<file path="src/rtl/lc_pkg.sv">
// lc_pkg: shared types and constants for the prefetching location counter.
package lc_pkg;
    typedef enum logic [1:0] {EMPTY, REQ, STALE, FULL} lc_state_t;
    localparam logic [1:0] LC_MODE_WORD = 2'd0;
    localparam logic [1:0] LC_MODE_HALF = 2'd1;
    localparam logic [1:0] LC_MODE_UNIT = 2'd2;
    localparam int RD_W = 32;
endpackage

</file>
<file path="src/rtl/lc_step.sv">
// lc_step: next-lc adder for the three step modes, with carry into the word field.
module lc_step
    import lc_pkg::*;
#(
    parameter int LC_W      = 26,
    parameter int UNIT_LOG2 = 2
) (
    input  logic [LC_W-1:0] lc,
    input  logic [1:0]      mode,
    input  logic            inc,
    output logic [LC_W-1:0] nxt,
    output logic            carry
);
    localparam logic [UNIT_LOG2:0] ONE = 1;
    logic [UNIT_LOG2:0] step;
    logic [UNIT_LOG2:0] sum;
    // A word step is a full 2^UNIT_LOG2 add: it always carries and leaves the unit bits alone.
    assign step  = mode == LC_MODE_HALF ? ONE << (UNIT_LOG2 - 1) :
                   mode == LC_MODE_UNIT ? ONE : ONE << UNIT_LOG2;
    assign sum   = {1'b0, lc[UNIT_LOG2-1:0]} + step;
    assign carry = inc & sum[UNIT_LOG2];
    assign nxt   = inc ? {lc[LC_W-1:UNIT_LOG2] + (LC_W-UNIT_LOG2)'(sum[UNIT_LOG2]), sum[UNIT_LOG2-1:0]} : lc;
endmodule

</file>
<file path="src/rtl/lc_prefetch.sv">
// lc_prefetch: location counter with a one-word instruction prefetch buffer and fetch handshake.
module lc_prefetch
    import lc_pkg::*;
#(
    parameter int LC_W      = 26,
    parameter int UNIT_LOG2 = 2,
    parameter int DATA_W    = 32
) (
    input  logic                      clk,
    input  logic                      reset_n,
    input  logic                      lc_load,
    input  logic [LC_W-1:0]           lc_load_val,
    input  logic                      lc_inc,
    input  logic [1:0]                lc_mode,
    output logic [LC_W-1:0]           lc,
    output logic                      needfetch,
    output logic                      fetch_req,
    output logic [LC_W-UNIT_LOG2-1:0] fetch_addr,
    input  logic                      fetch_ack,
    input  logic [DATA_W-1:0]         fetch_data,
    output logic                      ibuf_valid,
    output logic                      stall,
    output logic [DATA_W/2-1:0]       instr,
    output logic [RD_W-1:0]           rd_word
);
    lc_state_t         state;
    logic [DATA_W-1:0] ibuf;
    logic [1:0]        mode_q;
    logic [LC_W-1:0]   step_lc;
    logic [LC_W-1:0]   next_lc;
    logic              carry;
    logic              inv;

    lc_step #(.LC_W(LC_W), .UNIT_LOG2(UNIT_LOG2)) u_step (
        .lc(lc), .mode(lc_mode), .inc(lc_inc), .nxt(step_lc), .carry(carry)
    );

    assign next_lc   = lc_load ? lc_load_val : step_lc;
    assign needfetch = carry;
    assign inv       = lc_load | carry;
    assign stall     = ~ibuf_valid;
    assign instr     = lc[UNIT_LOG2-1] ? ibuf[DATA_W-1:DATA_W/2] : ibuf[DATA_W/2-1:0];
    assign rd_word   = {ibuf_valid, fetch_req, mode_q, 28'(lc)};

    // fetch_addr only moves when a new request is launched, so it is stable while fetch_req is high.
    always_ff @(posedge clk or negedge reset_n) begin
        if (!reset_n) begin
            state      <= EMPTY;
            lc         <= '0;
            mode_q     <= '0;
            fetch_req  <= 1'b0;
            fetch_addr <= '0;
            ibuf       <= '0;
            ibuf_valid <= 1'b0;
        end else begin
            lc     <= next_lc;
            mode_q <= lc_mode;
            case (state)
                EMPTY: begin
                    state      <= REQ;
                    fetch_req  <= 1'b1;
                    fetch_addr <= next_lc[LC_W-1:UNIT_LOG2];
                end
                REQ: begin
                    if (fetch_ack && inv) begin
                        fetch_addr <= next_lc[LC_W-1:UNIT_LOG2];
                    end else if (fetch_ack) begin
                        state      <= FULL;
                        fetch_req  <= 1'b0;
                        ibuf       <= fetch_data;
                        ibuf_valid <= 1'b1;
                    end else if (inv) begin
                        state <= STALE;
                    end
                end
                STALE: begin
                    if (fetch_ack) begin
                        state     <= EMPTY;
                        fetch_req <= 1'b0;
                    end
                end
                FULL: begin
                    if (inv) begin
                        state      <= REQ;
                        fetch_req  <= 1'b1;
                        fetch_addr <= next_lc[LC_W-1:UNIT_LOG2];
                        ibuf_valid <= 1'b0;
                    end
                end
                default: state <= EMPTY;
            endcase
        end
    end
endmodule

</file>
<file path="config.mk">
export PLATFORM = sky130hd
export DESIGN_NAME = lc_prefetch
export DESIGN_NICKNAME = d
export VERILOG_FILES = /design/src/rtl/lc_pkg.sv /design/src/rtl/lc_step.sv /design/src/rtl/lc_prefetch.sv
export SDC_FILE = /design/constraint.sdc
export NUM_CORES = 1
export LEC_CHECK = 0
export BUFFER_PORTS_ARGS = -buffer_cell sky130_fd_sc_hd__buf_2
export CORE_UTILIZATION = 54
export CTS_CLUSTER_DIAMETER = 30
export DETAILED_ROUTE_END_ITERATION = 16
export PLACE_DENSITY = 0.92
export SYNTH_ARGS = -nofsm -noshare
export SYNTH_HDL_FRONTEND = slang
export SYNTH_SLANG_ARGS = --single-unit
</file>
<file path="constraint.sdc">
create_clock -name clk -period 7.2 [get_ports clk]
set_clock_uncertainty 0.15 [all_clocks]
set_input_delay 1.44 -clock clk [delete_from_list [all_inputs] [get_ports clk]]
set_output_delay 1.44 -clock clk [all_outputs]
set_load 0.1 [all_outputs]
</file>
* Word-level counts from Yosys, hierarchy flattened
Index checks and enable logic that the tools add are counted.
** Word-level totals
- Memory bits (writable) :: 0
- Memories kept :: 0
- Word-level logic and storage cells :: 57
- Flip-flop bits (word level) :: 88
- Output and inout port bits :: 102
- Bits in latches :: 0
- Bits in read-only memories :: 0
** Operators by class
- Multiply operators :: 0
- $lt $le $gt $ge :: 0
- Reduce and logical (&&, ||, !) cells :: 10
- Equality and inequality tests :: 11
- Muxes and demuxes :: 22
- $add $sub $neg :: 2
- Divide/modulo/power cells :: 0
- Bitwise operators :: 4
- Shifts and indexed selects :: 0
** Operators with widths (number)
- $pmux W24 S3 :: 1
- $mux W26 :: 2
- $mux W24 :: 2
- $add A24 B1 Y24 :: 1
- $mux W16 :: 1
- $mux W2 :: 5
- $ne A2 B2 Y1 const B :: 5
- $pmux W2 S4 :: 1
- $reduce_and A4 Y1 :: 2
- $eq A2 B2 Y1 const B :: 3
- $mux W1 :: 6
- $mux W3 :: 2
- $reduce_and A3 Y1 :: 2
- $eq A2 B1 Y1 const B :: 2
- $pmux W1 S4 :: 1
- $reduce_bool A2 Y1 :: 2
- $add A2 B3 Y3 :: 1
- $ne A3 B3 Y1 const B :: 1
- $reduce_bool A3 Y1 :: 1
- $logic_not A2 Y1 :: 1
- $not A1 Y1 :: 2
- $pmux W1 S2 :: 1
- $reduce_and A2 Y1 :: 1
- $and A1 B1 Y1 :: 1
- other kinds (2) :: 2

* Logic depth before layout (Yosys ltp)
Gate-level depths: netlist (run 1).
- Word-level depth :: 10
- Mapped depth :: 14

* Modules after synthesis
Synthesis (run 1) repeated with hierarchy kept, for this count alone.
** Second synthesis, totals
- Cell total of the unflattened synthesis :: 331
- Area, all modules :: 4579.4 um^2
** By module, submodules not included
- lc_prefetch :: cells an instance 261, area an instance 3973.8 um^2, sequential area each 2202.1 um^2, times used 1
- lc_step :: cells an instance 70, area an instance 605.6 um^2, sequential area each 0.0 um^2, times used 1

* Least setup slack after synthesis (run 1)
No wires, ideal clock.
- Kind :: reg-to-output
- Start point :: register lc[1]
- End point :: output needfetch
- Stages on the path, launching flop included :: 7
- Data required time :: 5.610 ns
- Buffers on the path :: 2
- Path slack :: 2.344 ns
- Data arrival time :: 3.266 ns
- Cells stage by stage :: dfrtp_1 -> clkbuf_1 -> buf_1 -> inv_1 -> fa_1 -> xnor2_1 -> and2_1
** Between the ends
- Word-level cells in the longest chain between the ends :: 2
** RTL lines
- start: declaration :: RTL line lc_prefetch.sv:15 : output logic [LC_W-1:0] lc,
- start signal: assignment :: RTL line lc_prefetch.sv:56 : lc <= next_lc;
- $add A2 B3 Y3 :: RTL line lc_step.sv:20 : assign sum = {1'b0, lc[UNIT_LOG2-1:0]} + step;
- $and A1 B1 Y1 :: RTL line lc_step.sv:21 : assign carry = inc & sum[UNIT_LOG2];
- end: declaration :: RTL line lc_prefetch.sv:16 : output logic needfetch,
No other way between the ends.

* Worst setup path in the final report (run 1)
- Start point :: input lc_mode[0]
- End point :: output needfetch
** Between the ends
- Word-level cells in the longest chain between the ends :: 5
- Elaborated cells between the ends (all ways) :: 6
- Those cells by class :: 1 x add/sub; 2 x eq/ne; 2 x mux; 1 x bitwise
** RTL lines
- start: declaration :: RTL line lc_prefetch.sv:14 : input logic [1:0] lc_mode,
- $eq A2 B2 Y1 :: RTL line lc_step.sv:19 : mode == LC_MODE_UNIT ? ONE : ONE << UNIT_LOG2;
- $mux W3 :: RTL line lc_step.sv:19
- $mux W3 * :: RTL line lc_step.sv:18 : assign step = mode == LC_MODE_HALF ? ONE << (UNIT_LOG2 - 1) :
- $add A2 B3 Y3 * :: RTL line lc_step.sv:20
- $and A1 B1 Y1 * :: RTL line lc_step.sv:21
Every way passes the cells marked *; elsewhere a longest branch is shown, timed or not.

==> impl_metrics.tcl, run 1 <==
set metrics [dict create \
    die-area_um2 8718 \
    synth-edff-count 0 \
    routed_wl_mm 10.65 \
    postRouteAntennaNets 0 \
    synth_cell_types 49 \
    dr.max_layer_used "met4" \
    drv_slew 0 \
    hold_viol 0 \
    synth_warnings 0 \
    grt_pass1_wl_mm 17.04 \
    final_core_util 0.6878 \
    post_cts_buffers 0 \
    regToRegSetupSlack_ps 2980 \
    fmax_mhz 198.2 \
    via_per_inst 5.598 \
    cap_violations 0 \
    relSlewSlack 0.2722 \
    critPathSlowestCell "buf_2" \
    synth-seq-cells 88 \
    syn_area_um2 4508 \
    reg2reg_to "fetch_addr[13]$_DFFE_PN0P_" \
    drcViolationCount 0 \
    hp-class "reg2reg" \
    wl_met1_mm 4.200 \
    ctsResizeCount 0 \
    async_flop_share 1.000 \
    cts_root_buf "clkbuf_8" \
    place_congestion 0.7862 \
    ios 167 \
    grt_max_degree 89 \
    nets 602 \
    cts_hold_buf 0 \
    fp.coreArea_um2 7888 \
    layout.cells.non_filler 635 \
    dpl.hpwl_mm 7.752 \
    hold_depth 1 \
    setup_violations 0 \
    cp_data_required_time_ps 5610 \
    path_cells "buf_2 -> inv_1 -> ha_1 -> ha_1 -> inv_1 -> fa_1 -> xnor2_1 -> and2_1 -> buf_2" \
    path_max_fanout 4 \
    die_w_um 93.37 \
    cts.sinks 88 \
    die_h_um 93.37 \
    end_kind "primary output" \
    antenna-diode-count 0 \
    first_iter_violations 145 \
    status "completed" \
    wl_per_cell_um 16.77 \
    placed_cells 619 \
    cp_data_arrival_time_ps 3460 \
    start_kind "input port" \
    gr-total-overflow 0 \
    mostFrequentLayoutCells "buf_2 (163), dfrtp_1 (88), mux2_2 (71)" \
    crit_type "in2out" \
    grt_use_total 0.2530 \
    setup-tns-final_ps 0 \
    crit_path_start "lc_mode[0]" \
    dpl-instance-area_um2 5190 \
    start_util 0.5715 \
    drt_pass1_iterations 4 \
    num_rows 32 \
    period_share 0.7008 \
    syn_avg_cell_area_um2 11.33 \
    area_growth_pct 20.34 \
    period_minus_slack_ps 5046 \
    rsz0062_at_grt "false" \
    cts_inserted_buffers 9 \
    endpoint "needfetch" \
    synth_ff_type "dfrtp_1" \
    clockBufferDepth 2 \
    worst_slew_pin_slew_ps 1092 \
    drive_gt1_frac 0.4859 \
    clkSlewWorstSetupHoldPaths_ps 90 \
    netlist_instances 398 \
    io_buffers 164 \
    insertion_delay_ps 350 \
    final_common_cell "buf_2" \
    yosysSeqAreaShare 0.4885 \
    grt_pass1_vias 3573 \
    post-route-cell-area_um2 5425 \
    dr_total_vias 3555 \
    wl_met3_um 475 \
    htreeDepth 3 \
    antenna_found_initial 0 \
    r2r_cells 9 \
    r2r_start "lc[1]$_DFFE_PN0P_" \
    cpPeakStageDelay_ps 460 \
    wl_met2_mm 5.662 \
    cts_tree "built" \
]
[Yosys cell counts, types with 5 or more instances]
master     n  area [µm²]
mux2i_1    7       70.07
a22oi_1    5       37.54
nand3_1   10       50.05
buf_4     30       225.2
dfrtp_1   88        2202
xnor2_1    8       70.07
nor2_1     6       22.52
a21oi_1    8       40.04
nor2b_1    7       43.79
buf_2      6       30.03
ha_1       8       100.1
o21ai_0   26       130.1
nand2_1   32       120.1
inv_1     11       41.29
nor3_1     6       30.03
mux2_2    71       799.5
clkbuf_1   9       33.78
[through the flow]
stage / hold slack (ps) / setup WS [ps]
2_1_floorplan: 325.0 / 2344
3_3_place_gp: 334.2 / 2250
3_5_place_dp: 341.1 / 2137
4_1_cts: 364.5 / 2132
5_1_grt: 376.0 / 2009
6_report: 359.5 / 2154
[how the worst min path moves through the flow]
stage                                         start                         to  slack, ps
after global placement         ibuf[16]$_DFFE_PN0P_       ibuf[16]$_DFFE_PN0P_        330
after CTS                       ibuf[0]$_DFFE_PN0P_        ibuf[0]$_DFFE_PN0P_        360
after floorplan                ibuf[16]$_DFFE_PN0P_       ibuf[16]$_DFFE_PN0P_        320
final                          ibuf[14]$_DFFE_PN0P_       ibuf[14]$_DFFE_PN0P_        360
after detailed placement  fetch_addr[0]$_DFFE_PN0P_  fetch_addr[0]$_DFFE_PN0P_        340
after global routing      fetch_addr[5]$_DFFE_PN0P_  fetch_addr[5]$_DFFE_PN0P_        380
[worst max-delay path, delay by kind of cell]
kind,cells,cell delay [ps]
buffers and inverters,4,700
adder cells (fa/ha/maj),3,650
XOR/XNOR,1,410
AND/OR/NAND/NOR,1,260
[kinds of logic after synthesis]
logic type	synth area share
flip-flops	0.4885
multiplexers	0.1962
AO/OA/AOI/OAI	0.07577
adder cells (fa/ha/maj)	0.02665
other	0.0008318
buffers and inverters	0.07577
AND/OR/NAND/NOR	0.1130
XOR/XNOR	0.02331
[routing by layer]
layer,GRT usage,vias up
li1,-,1639
met1,0.3150,1758
met2,0.4344,127
met3,0.03577,31
met4,0.1179,0
met5,0,-
[final cells by class]
| cell class | instances | area, µm² |
|---|---|---|
| Inverter | 11 | 41.29 |
| Fill cell | 599 | 2462 |
| Clock buffer | 10 | 127.6 |
| Sequential cell | 88 | 2202 |
| Multi-Input combinational cell | 252 | 1981 |
| Clock inverter | 6 | 107.6 |
| Tap cell | 102 | 127.6 |
| Timing Repair Buffer | 166 | 838.3 |
[sequential cells by signal, indices dropped and copies added, names as in the netlist]
signal	count
ibuf	32
lc	26
fetch_addr	24
mode_q	2
state	2
fetch_req	1
ibuf_valid	1
Power of run 1 is not shown: default switching activity piles up to over one toggle a cycle in this logic, so the estimate is an artifact.
==> run 2, diff against run 1 <==
- CORE_UTILIZATION: 54 -> 45
- PLACE_DENSITY: 0.92 -> 0.83
- clock period: 7.2 -> 4.6 ns (I/O delays scaled with it)
==> run 2 against run 1 <==
Against the previous run: setup slack worse by 1500 ps; critical path depth up 1; critical path type unchanged; non-clock buffer count up 4.
==> impl_metrics.tcl, run 2 (same netlist as run 1, synthesis figures left out) <==
set metrics [dict create \
    status "completed" \
    routed_wl_mm 10.54 \
    insertion_delay_ps 350 \
    fmax_mhz 255.5 \
    rsz0062_at_grt "false" \
    period_share 0.8509 \
    io_buffers 164 \
    cp_data_arrival_time_ps 2840 \
    hp-class "reg2reg" \
    setup_violations 0 \
    start_util 0.4633 \
    grt_pass1_vias 3398 \
    drcViolationCount 0 \
    wl_met2_mm 5.418 \
    clkSlewWorstSetupHoldPaths_ps 80 \
    num_rows 36 \
    htreeDepth 3 \
    hold_ws_ps 353.9 \
    ctsResizeCount 0 \
    mostFrequentLayoutCells "buf_2 (163), dfrtp_1 (88), mux2_2 (71)" \
    hold_viol 0 \
    antenna_found_initial 0 \
    die_w_um 102.1 \
    place_congestion 0.8866 \
    post_cts_buffers 0 \
    setup-tns-final_ps 0 \
    drv_slew 0 \
    grt_use_total 0.2045 \
    final_common_cell "buf_2" \
    drive_gt1_frac 0.4897 \
    area_growth_pct 21.26 \
    period_minus_slack_ps 3914 \
    grt_max_degree 66 \
    cts_hold_buf 0 \
    cp_data_required_time_ps 3530 \
    ios 167 \
    cts_tree "built" \
    start_kind "input port" \
    reg_top3 "ibuf x32, lc x26, fetch_addr x24" \
    cts.sinks 88 \
    cts_root_buf "clkbuf_8" \
    multi_input_area_um2 1981 \
    worst_slew_pin_slew_ps 1076 \
    dr_total_vias 3499 \
    end_kind "primary output" \
    relSlewSlack 0.2829 \
    largest_reg_flops 32 \
    regMostFlops "ibuf" \
    grt_pass1_wl_mm 16.47 \
    drt_pass1_iterations 4 \
    crit_type "in2out" \
    nets 606 \
    first_iter_violations 119 \
    cts_inserted_buffers 9 \
    via_per_inst 5.238 \
    postRouteAntennaNets 0 \
    dpl.hpwl_mm 7.749 \
    cap_violations 0 \
    path_max_fanout 3 \
    clockBufferDepth 2 \
    regToRegSetupSlack_ps 1030 \
    regArea_um2 2202 \
    antenna-diode-count 0 \
    dr.max_layer_used "met4" \
    fillCellCount 865 \
    die-area_um2 10420 \
    wl_met1_mm 4.435 \
    wl_per_cell_um 15.77 \
    gr-total-overflow 0 \
    fp.coreArea_um2 9729 \
    die_h_um 102.1 \
    wl_met3_um 459 \
]
-- run 2: changes by cell type in the layout (fill, tap and decap cells not counted), sizes merged --
cell      change
bufinv        -1
clkinvlp      -1
buf           +4
-- run 2: worst max-delay path, cell delays in order --
cell and delay (ps):
buf_2 110, inv_1 50, ha_1 140, ha_1 140
inv_1 50, fa_1 370, xnor2_1 250, buf_4 160
and2_1 190, buf_2 460
-- run 2: cell type report --
| class | instances | area share |
|---|---|---|
| Multi-Input combinational cell | 252 | 0.3623 |
| Tap cell | 133 | 0.03044 |
| Clock buffer | 10 | 0.02518 |
| Inverter | 11 | 0.007553 |
| Clock inverter | 4 | 0.01282 |
| Timing Repair Buffer | 170 | 0.1588 |
| Sequential cell | 88 | 0.4028 |
-- run 2: through the flow --
step / utilization / instance area [µm²] / std cells / setup slack (ps)
4_1_cts: 0.5619 / 5466 / 668 / 660.4
6_report: 0.5619 / 5466 / 668 / 685.8
3_5_place_dp: 0.5405 / 5259 / 654 / 389.2
3_3_place_gp: 0.5405 / 5259 / 654 / 526.3
5_1_grt: 0.5619 / 5466 / 668 / 536.1
2_1_floorplan: - / 4512 / 399 / 133.6
-- run 2: path summary, 6_finish.rpt --
path / start / endpoint / cells past startpoint
max: lc_mode[0] / needfetch / 10
min: fetch_addr[20]$_DFFE_PN0P_ / fetch_addr[20]$_DFFE_PN0P_ / 1
max reg2reg: lc[1]$_DFFE_PN0P_ / fetch_addr[22]$_DFFE_PN0P_ / 11
min reg2reg: fetch_addr[20]$_DFFE_PN0P_ / fetch_addr[20]$_DFFE_PN0P_ / 1
max in group asynchronous: reset_n / lc[24]$_DFF_PN0_ / 2
min in group asynchronous: reset_n / ibuf[19]$_DFFE_PN0P_ / 1
-- run 2: metal layers --
metal | track usage | vias to the layer above
li1 | - | 1643
met1 | 0.2599 | 1719
met3 | 0.02804 | 21
met2 | 0.3376 | 116
met5 | 0 | -
met4 | 0.1132 | 0
Power of run 2 is left out for the same reason.
